[src/rtl/rs_cdb_wakeup_bank_pkg.sv]
// Shared defaults and operand-state helpers for the CDB wakeup reservation-station bank.
package rs_cdb_wakeup_bank_pkg;

  localparam int unsigned RS_DEPTH_DEF  = 4;
  localparam int unsigned TAG_W_DEF     = 3;
  localparam int unsigned XLEN_DEF      = 32;
  localparam int unsigned PAYLOAD_W_DEF = 32;

  // Per-operand status relative to the current CDB broadcast.
  typedef enum logic [1:0] {
    OPND_HELD    = 2'd0,
    OPND_CDB_NOW = 2'd1,
    OPND_WAIT    = 2'd2
  } opnd_state_e;

  function automatic int unsigned age_width(input int unsigned depth);
    return (depth > 2) ? $clog2(depth) : 1;
  endfunction

endpackage

[src/rtl/rs_age_select.sv]
// Oldest-first arbiter: grants the requesting entry with the highest age.
module rs_age_select
  import rs_cdb_wakeup_bank_pkg::*;
#(
  parameter int unsigned RS_DEPTH = RS_DEPTH_DEF,
  parameter int unsigned AGE_W    = age_width(RS_DEPTH_DEF)
) (
  input  logic [RS_DEPTH-1:0]            req,
  input  logic [RS_DEPTH-1:0][AGE_W-1:0] age,
  output logic [RS_DEPTH-1:0]            grant,
  output logic                           any
);

  // Ages of valid entries are distinct, so at most one requester survives.
  always_comb begin
    grant = '0;
    for (int i = 0; i < RS_DEPTH; i++) begin
      grant[i] = req[i];
      for (int j = 0; j < RS_DEPTH; j++) begin
        if (j != i && req[j] && (age[j] > age[i])) begin
          grant[i] = 1'b0;
        end
      end
    end
  end

  assign any = |req;

endmodule

[src/rtl/rs_cdb_wakeup_bank.sv]
// Reservation-station bank: captures CDB results by tag, issues oldest ready entry.
// Optional CDB_ISSUE_BYPASS_EN lets an entry issue in the same cycle its last operand is broadcast.
module rs_cdb_wakeup_bank
  import rs_cdb_wakeup_bank_pkg::*;
#(
  parameter int unsigned RS_DEPTH  = RS_DEPTH_DEF,
  parameter int unsigned TAG_W     = TAG_W_DEF,
  parameter int unsigned XLEN      = XLEN_DEF,
  parameter int unsigned PAYLOAD_W = PAYLOAD_W_DEF
) (
  input  logic                 clock,
  input  logic                 reset,
  input  logic                 squash,
  input  logic                 dispatch_valid,
  output logic                 dispatch_ready,
  input  logic [TAG_W-1:0]     dispatch_dest_tag,
  input  logic                 dispatch_rs1_rdy,
  input  logic [TAG_W-1:0]     dispatch_rs1_tag,
  input  logic [XLEN-1:0]      dispatch_rs1_val,
  input  logic                 dispatch_rs2_rdy,
  input  logic [TAG_W-1:0]     dispatch_rs2_tag,
  input  logic [XLEN-1:0]      dispatch_rs2_val,
  input  logic [PAYLOAD_W-1:0] dispatch_payload,
  input  logic                 cdb_valid,
  input  logic [TAG_W-1:0]     cdb_tag,
  input  logic [XLEN-1:0]      cdb_value,
  output logic                 issue_valid,
  input  logic                 issue_ready,
  output logic [TAG_W-1:0]     issue_dest_tag,
  output logic [XLEN-1:0]      issue_rs1_val,
  output logic [XLEN-1:0]      issue_rs2_val,
  output logic [PAYLOAD_W-1:0] issue_payload
);

  localparam int unsigned AGE_W = age_width(RS_DEPTH);

  typedef struct packed {
    logic                 valid;
    logic [TAG_W-1:0]     dest_tag;
    logic                 rs1_rdy;
    logic [TAG_W-1:0]     rs1_tag;
    logic [XLEN-1:0]      rs1_val;
    logic                 rs2_rdy;
    logic [TAG_W-1:0]     rs2_tag;
    logic [XLEN-1:0]      rs2_val;
    logic [PAYLOAD_W-1:0] payload;
    logic [AGE_W-1:0]     age;
  } rs_entry_t;

  rs_entry_t ent [RS_DEPTH];

  logic [RS_DEPTH-1:0]            valid_vec;
  logic [RS_DEPTH-1:0][AGE_W-1:0] age_vec;
  logic [RS_DEPTH-1:0]            req;
  logic [RS_DEPTH-1:0]            grant;
  logic [RS_DEPTH-1:0]            age_used;
  opnd_state_e                    s1 [RS_DEPTH];
  opnd_state_e                    s2 [RS_DEPTH];
  opnd_state_e                    d1;
  opnd_state_e                    d2;
  logic [AGE_W-1:0]               free_idx;
  logic [AGE_W-1:0]               age_hole;
  logic                           sel_any;
  logic                           full;
  logic                           dispatch_fire;
  logic                           issue_fire;

  function automatic opnd_state_e opnd_state(input logic             rdy,
                                             input logic [TAG_W-1:0] tag,
                                             input logic             bus_valid,
                                             input logic [TAG_W-1:0] bus_tag);
    if (rdy) return OPND_HELD;
    if (bus_valid && (bus_tag == tag)) return OPND_CDB_NOW;
    return OPND_WAIT;
  endfunction

  always_comb begin
    for (int i = 0; i < RS_DEPTH; i++) begin
      valid_vec[i] = ent[i].valid;
      age_vec[i]   = ent[i].age;
      s1[i]        = opnd_state(ent[i].rs1_rdy, ent[i].rs1_tag, cdb_valid, cdb_tag);
      s2[i]        = opnd_state(ent[i].rs2_rdy, ent[i].rs2_tag, cdb_valid, cdb_tag);
`ifdef CDB_ISSUE_BYPASS_EN
      req[i]       = ent[i].valid && (s1[i] != OPND_WAIT) && (s2[i] != OPND_WAIT);
`else
      req[i]       = ent[i].valid && ent[i].rs1_rdy && ent[i].rs2_rdy;
`endif
    end
  end

  assign d1 = opnd_state(dispatch_rs1_rdy, dispatch_rs1_tag, cdb_valid, cdb_tag);
  assign d2 = opnd_state(dispatch_rs2_rdy, dispatch_rs2_tag, cdb_valid, cdb_tag);

  // Lowest free slot, and the lowest age value not held by any valid entry.
  always_comb begin
    free_idx = '0;
    for (int i = RS_DEPTH - 1; i >= 0; i--) begin
      if (!valid_vec[i]) free_idx = AGE_W'(i);
    end
    age_used = '0;
    for (int i = 0; i < RS_DEPTH; i++) begin
      if (valid_vec[i]) age_used[age_vec[i]] = 1'b1;
    end
    age_hole = '0;
    for (int h = RS_DEPTH - 1; h >= 0; h--) begin
      if (!age_used[h]) age_hole = AGE_W'(h);
    end
  end

  rs_age_select #(
    .RS_DEPTH (RS_DEPTH),
    .AGE_W    (AGE_W)
  ) u_age_select (
    .req   (req),
    .age   (age_vec),
    .grant (grant),
    .any   (sel_any)
  );

  assign full           = &valid_vec;
  assign dispatch_ready = !reset && !squash && !full;
  assign issue_valid    = !reset && !squash && sel_any;
  assign dispatch_fire  = dispatch_valid && dispatch_ready;
  assign issue_fire     = issue_valid && issue_ready;

  always_comb begin
    issue_dest_tag = '0;
    issue_rs1_val  = '0;
    issue_rs2_val  = '0;
    issue_payload  = '0;
    if (issue_valid) begin
      for (int i = 0; i < RS_DEPTH; i++) begin
        if (grant[i]) begin
          issue_dest_tag = ent[i].dest_tag;
          issue_payload  = ent[i].payload;
`ifdef CDB_ISSUE_BYPASS_EN
          issue_rs1_val  = (s1[i] == OPND_CDB_NOW) ? cdb_value : ent[i].rs1_val;
          issue_rs2_val  = (s2[i] == OPND_CDB_NOW) ? cdb_value : ent[i].rs2_val;
`else
          issue_rs1_val  = ent[i].rs1_val;
          issue_rs2_val  = ent[i].rs2_val;
`endif
        end
      end
    end
  end

  // Operand data is qualified by valid, so only valid and age take reset.
  // On dispatch, entries below the age hole shift up by one: order is kept
  // and ages stay distinct within 0..RS_DEPTH-1 even after out-of-order issue.
  always_ff @(posedge clock) begin
    if (!squash) begin
      for (int i = 0; i < RS_DEPTH; i++) begin
        if (ent[i].valid) begin
          if (s1[i] == OPND_CDB_NOW) begin
            ent[i].rs1_rdy <= 1'b1;
            ent[i].rs1_val <= cdb_value;
          end
          if (s2[i] == OPND_CDB_NOW) begin
            ent[i].rs2_rdy <= 1'b1;
            ent[i].rs2_val <= cdb_value;
          end
        end
      end
    end
    if (dispatch_fire) begin
      ent[free_idx].dest_tag <= dispatch_dest_tag;
      ent[free_idx].rs1_rdy  <= (d1 != OPND_WAIT);
      ent[free_idx].rs1_tag  <= dispatch_rs1_tag;
      ent[free_idx].rs1_val  <= (d1 == OPND_CDB_NOW) ? cdb_value : dispatch_rs1_val;
      ent[free_idx].rs2_rdy  <= (d2 != OPND_WAIT);
      ent[free_idx].rs2_tag  <= dispatch_rs2_tag;
      ent[free_idx].rs2_val  <= (d2 == OPND_CDB_NOW) ? cdb_value : dispatch_rs2_val;
      ent[free_idx].payload  <= dispatch_payload;
    end
    if (reset) begin
      for (int i = 0; i < RS_DEPTH; i++) begin
        ent[i].valid <= 1'b0;
        ent[i].age   <= '0;
      end
    end else if (squash) begin
      for (int i = 0; i < RS_DEPTH; i++) begin
        ent[i].valid <= 1'b0;
      end
    end else begin
      for (int i = 0; i < RS_DEPTH; i++) begin
        if (issue_fire && grant[i]) begin
          ent[i].valid <= 1'b0;
        end
        if (dispatch_fire && ent[i].valid && (ent[i].age < age_hole)) begin
          ent[i].age <= ent[i].age + 1'b1;
        end
      end
      if (dispatch_fire) begin
        ent[free_idx].valid <= 1'b1;
        ent[free_idx].age   <= '0;
      end
    end
  end

endmodule

[config.mk]
export PLATFORM = sky130hd
export DESIGN_NAME = rs_cdb_wakeup_bank
export DESIGN_NICKNAME = d
export VERILOG_FILES = /design/src/rtl/rs_cdb_wakeup_bank_pkg.sv /design/src/rtl/rs_age_select.sv /design/src/rtl/rs_cdb_wakeup_bank.sv
export SDC_FILE = /design/constraint.sdc
export NUM_CORES = 1
export LEC_CHECK = 0
export CORE_MARGIN = 2
export CORE_UTILIZATION = 30
export DETAILED_ROUTE_END_ITERATION = 16
export GPL_TIMING_DRIVEN = 0
export PLACE_DENSITY = 0.5
export SETUP_SLACK_MARGIN = 0.02
export SKIP_CTS_REPAIR_TIMING = 1
export SLEW_MARGIN = 15
export SYNTH_ARGS = -nofsm -noshare
export SYNTH_HDL_FRONTEND = slang
export SYNTH_SLANG_ARGS = --single-unit
[constraint.sdc]
create_clock -name clock -period 4.25 [get_ports clock]
set_input_delay 0.85 -clock clock [delete_from_list [all_inputs] [get_ports clock]]
set_output_delay 0.85 -clock clock [all_outputs]
set_load 0.02 [all_outputs]
==> results.sh <==
export IMPL_drtAntennaViolNets=0
export IMPL_syn_inst=1555
export IMPL_die_w_um=278.7
export IMPL_yosys_most_used_dff="edfxtp_1"
export IMPL_rsz0062_at_grt="true"
export IMPL_antenna_found_initial=5
export IMPL_cts_sinks=440
export IMPL_outcome="complete, no violations"
export IMPL_clock_latency_ps=620
export IMPL_synth_top_area_share=0.5679
export IMPL_grt_pass1_vias=16164
export IMPL_place_area_sq_um=26850
export IMPL_port_buffers=245
export IMPL_clk_pin_slew_worst_paths_ps=60
export IMPL_synth_edf_count=428
export IMPL_peakVddDrop_mv=0.2845
export IMPL_synth_seq_cells=440
export IMPL_via_count=15877
export IMPL_final_setup_skew_ps=33.38
export IMPL_reg2regPathDepth=10
export IMPL_grt_usage=0.1998
export IMPL_worstMarginPinSlew_ps=826.7
export IMPL_critPathTopFamily="simple AND/OR/NAND/NOR gates"
export IMPL_fp_row_count=100
export IMPL_synth_most_common_cell="edfxtp_1"
export IMPL_grt_pass1_wl_um=114100
export IMPL_power_total_mw=9.896
export IMPL_power_leakage_nw=11.74
export IMPL_grt_max_degree=28
export IMPL_largest_reg_flops=440
export IMPL_yosys_area_share_xor_xnor=0.01161
export IMPL_hold_path_class="flop to flop"
export IMPL_cp_end_kind="output port"
export IMPL_worst_setup_path_start_kind="flop"
export IMPL_cts_buffers_inserted=51
export IMPL_regMostFlops="ent"
export IMPL_root_buffer="clkbuf_16"
export IMPL_slew_viol_final=0
export IMPL_min_path_cells=1
export IMPL_crit_fanout=10
export IMPL_required_ps=3400
export IMPL_cp_arrival_ps=3390
export IMPL_synth_distinct_cells=57
export IMPL_worstSetupPathDepth=9
export IMPL_p_per_area_nw_per_um2=339.2
export IMPL_synth_mux_area_frac=0.1473
export IMPL_htreeDepth=2
export IMPL_avgViaCountPerCell=5.447
export IMPL_finalWirelength_um=80620
export IMPL_place_hpwl_um=54960
export IMPL_yosysSeqAreaShare=0.5785
export IMPL_synth_compound_area_frac=0.1443
export IMPL_drive_above_1_share=0.3866
export IMPL_cts_tree="yes"
export IMPL_ios=249
export IMPL_crit_type="flop to output port"
export IMPL_synth_top_family_by_area="multiplexers"
export IMPL_relSlewSlack=0.4489
export IMPL_critPathMaxStageDelay_ps=580
export IMPL_die_area_sq_um=77660
export IMPL_gp_congestion=0.7982
export IMPL_die_h_um=278.7
export IMPL_ys_top_cells_by_count="428 x edfxtp_1, 130 x mux2_2, 120 x mux2_4, 111 x inv_1, 102 x nand4_1"
export IMPL_utilization=0.3912
export IMPL_synthesis_nets=1735
export IMPL_final_area_sq_um=29170
export IMPL_synth_simple_area_share=0.05058
export IMPL_syn_area_per_cell_sq_um=14.55
export IMPL_cp_slowest_cell="or4b_4"
export IMPL_yosys_area_top_type="edfxtp_1"
export IMPL_dp_slack_ps=-1296
export IMPL_nNetsFinal=2087
export IMPL_synth_area_sq_um=22630
export IMPL_worst_slack_ps=7.233
export IMPL_area_growth_pct=28.89
export IMPL_placed_cells=2799
export IMPL_drtIter0Drc=1170
export IMPL_largest_registers="ent x440"
export IMPL_fmax_mhz=235.7
export IMPL_period_needed_ps=4243
export IMPL_clockBufferDepth=3
export IMPL_synthTopCellsByArea="edfxtp_1 57%, mux2_4 8.0%, mux2_2 6.5%"
export IMPL_wl_per_cell_um=27.66
export IMPL_drv_cap=0
export IMPL_start_util=0.3035
export IMPL_yosysWarnings=0
export IMPL_crit_chain="ha_4 > nor2b_2 > o211ai_1 > buf_4 > or4b_4 > buf_2 > o211a_1 > a32o_2 > clkbuf_2"
export IMPL_async_flop_share=0
export IMPL_fin_hold_ws_ps=528.6
export IMPL_setup_violations=0
export IMPL_fin_tns_setup_ps=0
export IMPL_drcViolationCount=0
export IMPL_synthAdderAreaFrac=0.01769
export IMPL_grt_overflow=0
export IMPL_final_period_utilization=0.9983
export IMPL_path_buf_inv=3
export IMPL_core_area_sq_um=74570
export IMPL_hold_violations=0
export IMPL_dr_pass1_iters=5
export IMPL_instances_no_fill=2915
-- cell type report --
type / count / area, sq um
Antenna cell: 1 / 2.502
Buffer: 147 / 1023
Clock buffer: 62 / 1339
Clock inverter: 29 / 276.5
Fill cell: 7024 / 45400
Inverter: 111 / 416.7
Multi-Input combinational cell: 856 / 9100
Sequential cell: 440 / 13090
Tap cell: 969 / 1212
Timing Repair Buffer: 300 / 2708
-- worst paths after layout --
| kind | slack [ps] | end | from |
|---|---|---|---|
| hold reg to reg | 530 | ent[2][105]$_DFF_P_ | ent[2][105]$_DFF_P_ |
| hold / removal | 530 | ent[2][105]$_DFF_P_ | ent[2][105]$_DFF_P_ |
| setup / recovery | 7 | issue_dest_tag[1] | ent[2][1]$_SDFFCE_PN0P_ |
| setup reg to reg | 1240 | ent[2][1]$_SDFFCE_PN0P_ | ent[1][0]$_SDFFCE_PN0P_ |
-- power breakdown --
group | internal, mW | switching [mW]
sequential | 4.82 | 0.0260
combinational | 0.366 | 0.340
clock | 2.53 | 1.81
total | 7.72 | 2.18
-- per-layer routing --
metal / share of wire / global-route usage
met2: 0.50 / 0.3397
met5: 0.00048 / 0
met3: 0.054 / 0.03230
met1: 0.42 / 0.2634
met4: 0.026 / 0.05500
-- worst register-to-register path, cell delays in order (launching register included) --
cell and delay, ps:
edfxtp_1 380, buf_4 160, buf_4 140, ha_1 190, a22o_1 260, a221oi_1 580, a211o_1 300, ha_1 170
nand3b_1 120, a21oi_1 60, or3_1 360
-- cell families (layout without fill, tap and decap cells) --
kind of cell	after synthesis	in the layout
xor gates and xnor gates	30	30
AOI/OAI and AO/OA	352	352
buffers and inverters	260	649
adders and majority gates	32	32
and+or+nand+nor	185	186
muxes	256	256
DFF	440	440
other	0	1
-- cells in the final DEF, fill, tap and decap left out, types with 6 or more instances in the layout --
cell             netlist  final
edfxtp_1             428    428
clkdlybuf4s50_1        0    145
mux2_2               130    130
clkbuf_2               0    122
mux2_4               120    120
inv_1                111    106
nand4_1              102    102
o211a_1               99     99
o311ai_2               0     53
clkbuf_16              0     53
a32o_1                99     51
buf_4                  2     49
a32o_2                 0     48
buf_2                 36     47
o311ai_1               1     40
ha_1                  32     29
buf_6                 14     23
xnor2_1               21     21
clkbuf_1              95     21
buf_8                  0     17
nand2_1               16     16
buf_12                 0     16
clkinv_1               0     14
a21oi_1               13     13
clkbuf_4               0     13
dfxtp_1               12     12
nor2_1                10      9
xor2_1                 9      9
o211ai_1               9      9
nor3_1                 9      7
nor2b_1                8      6
nand3_1                6      6
mux2_1                 6      6
No activity file was read; power rests on OpenSTA's default activity.
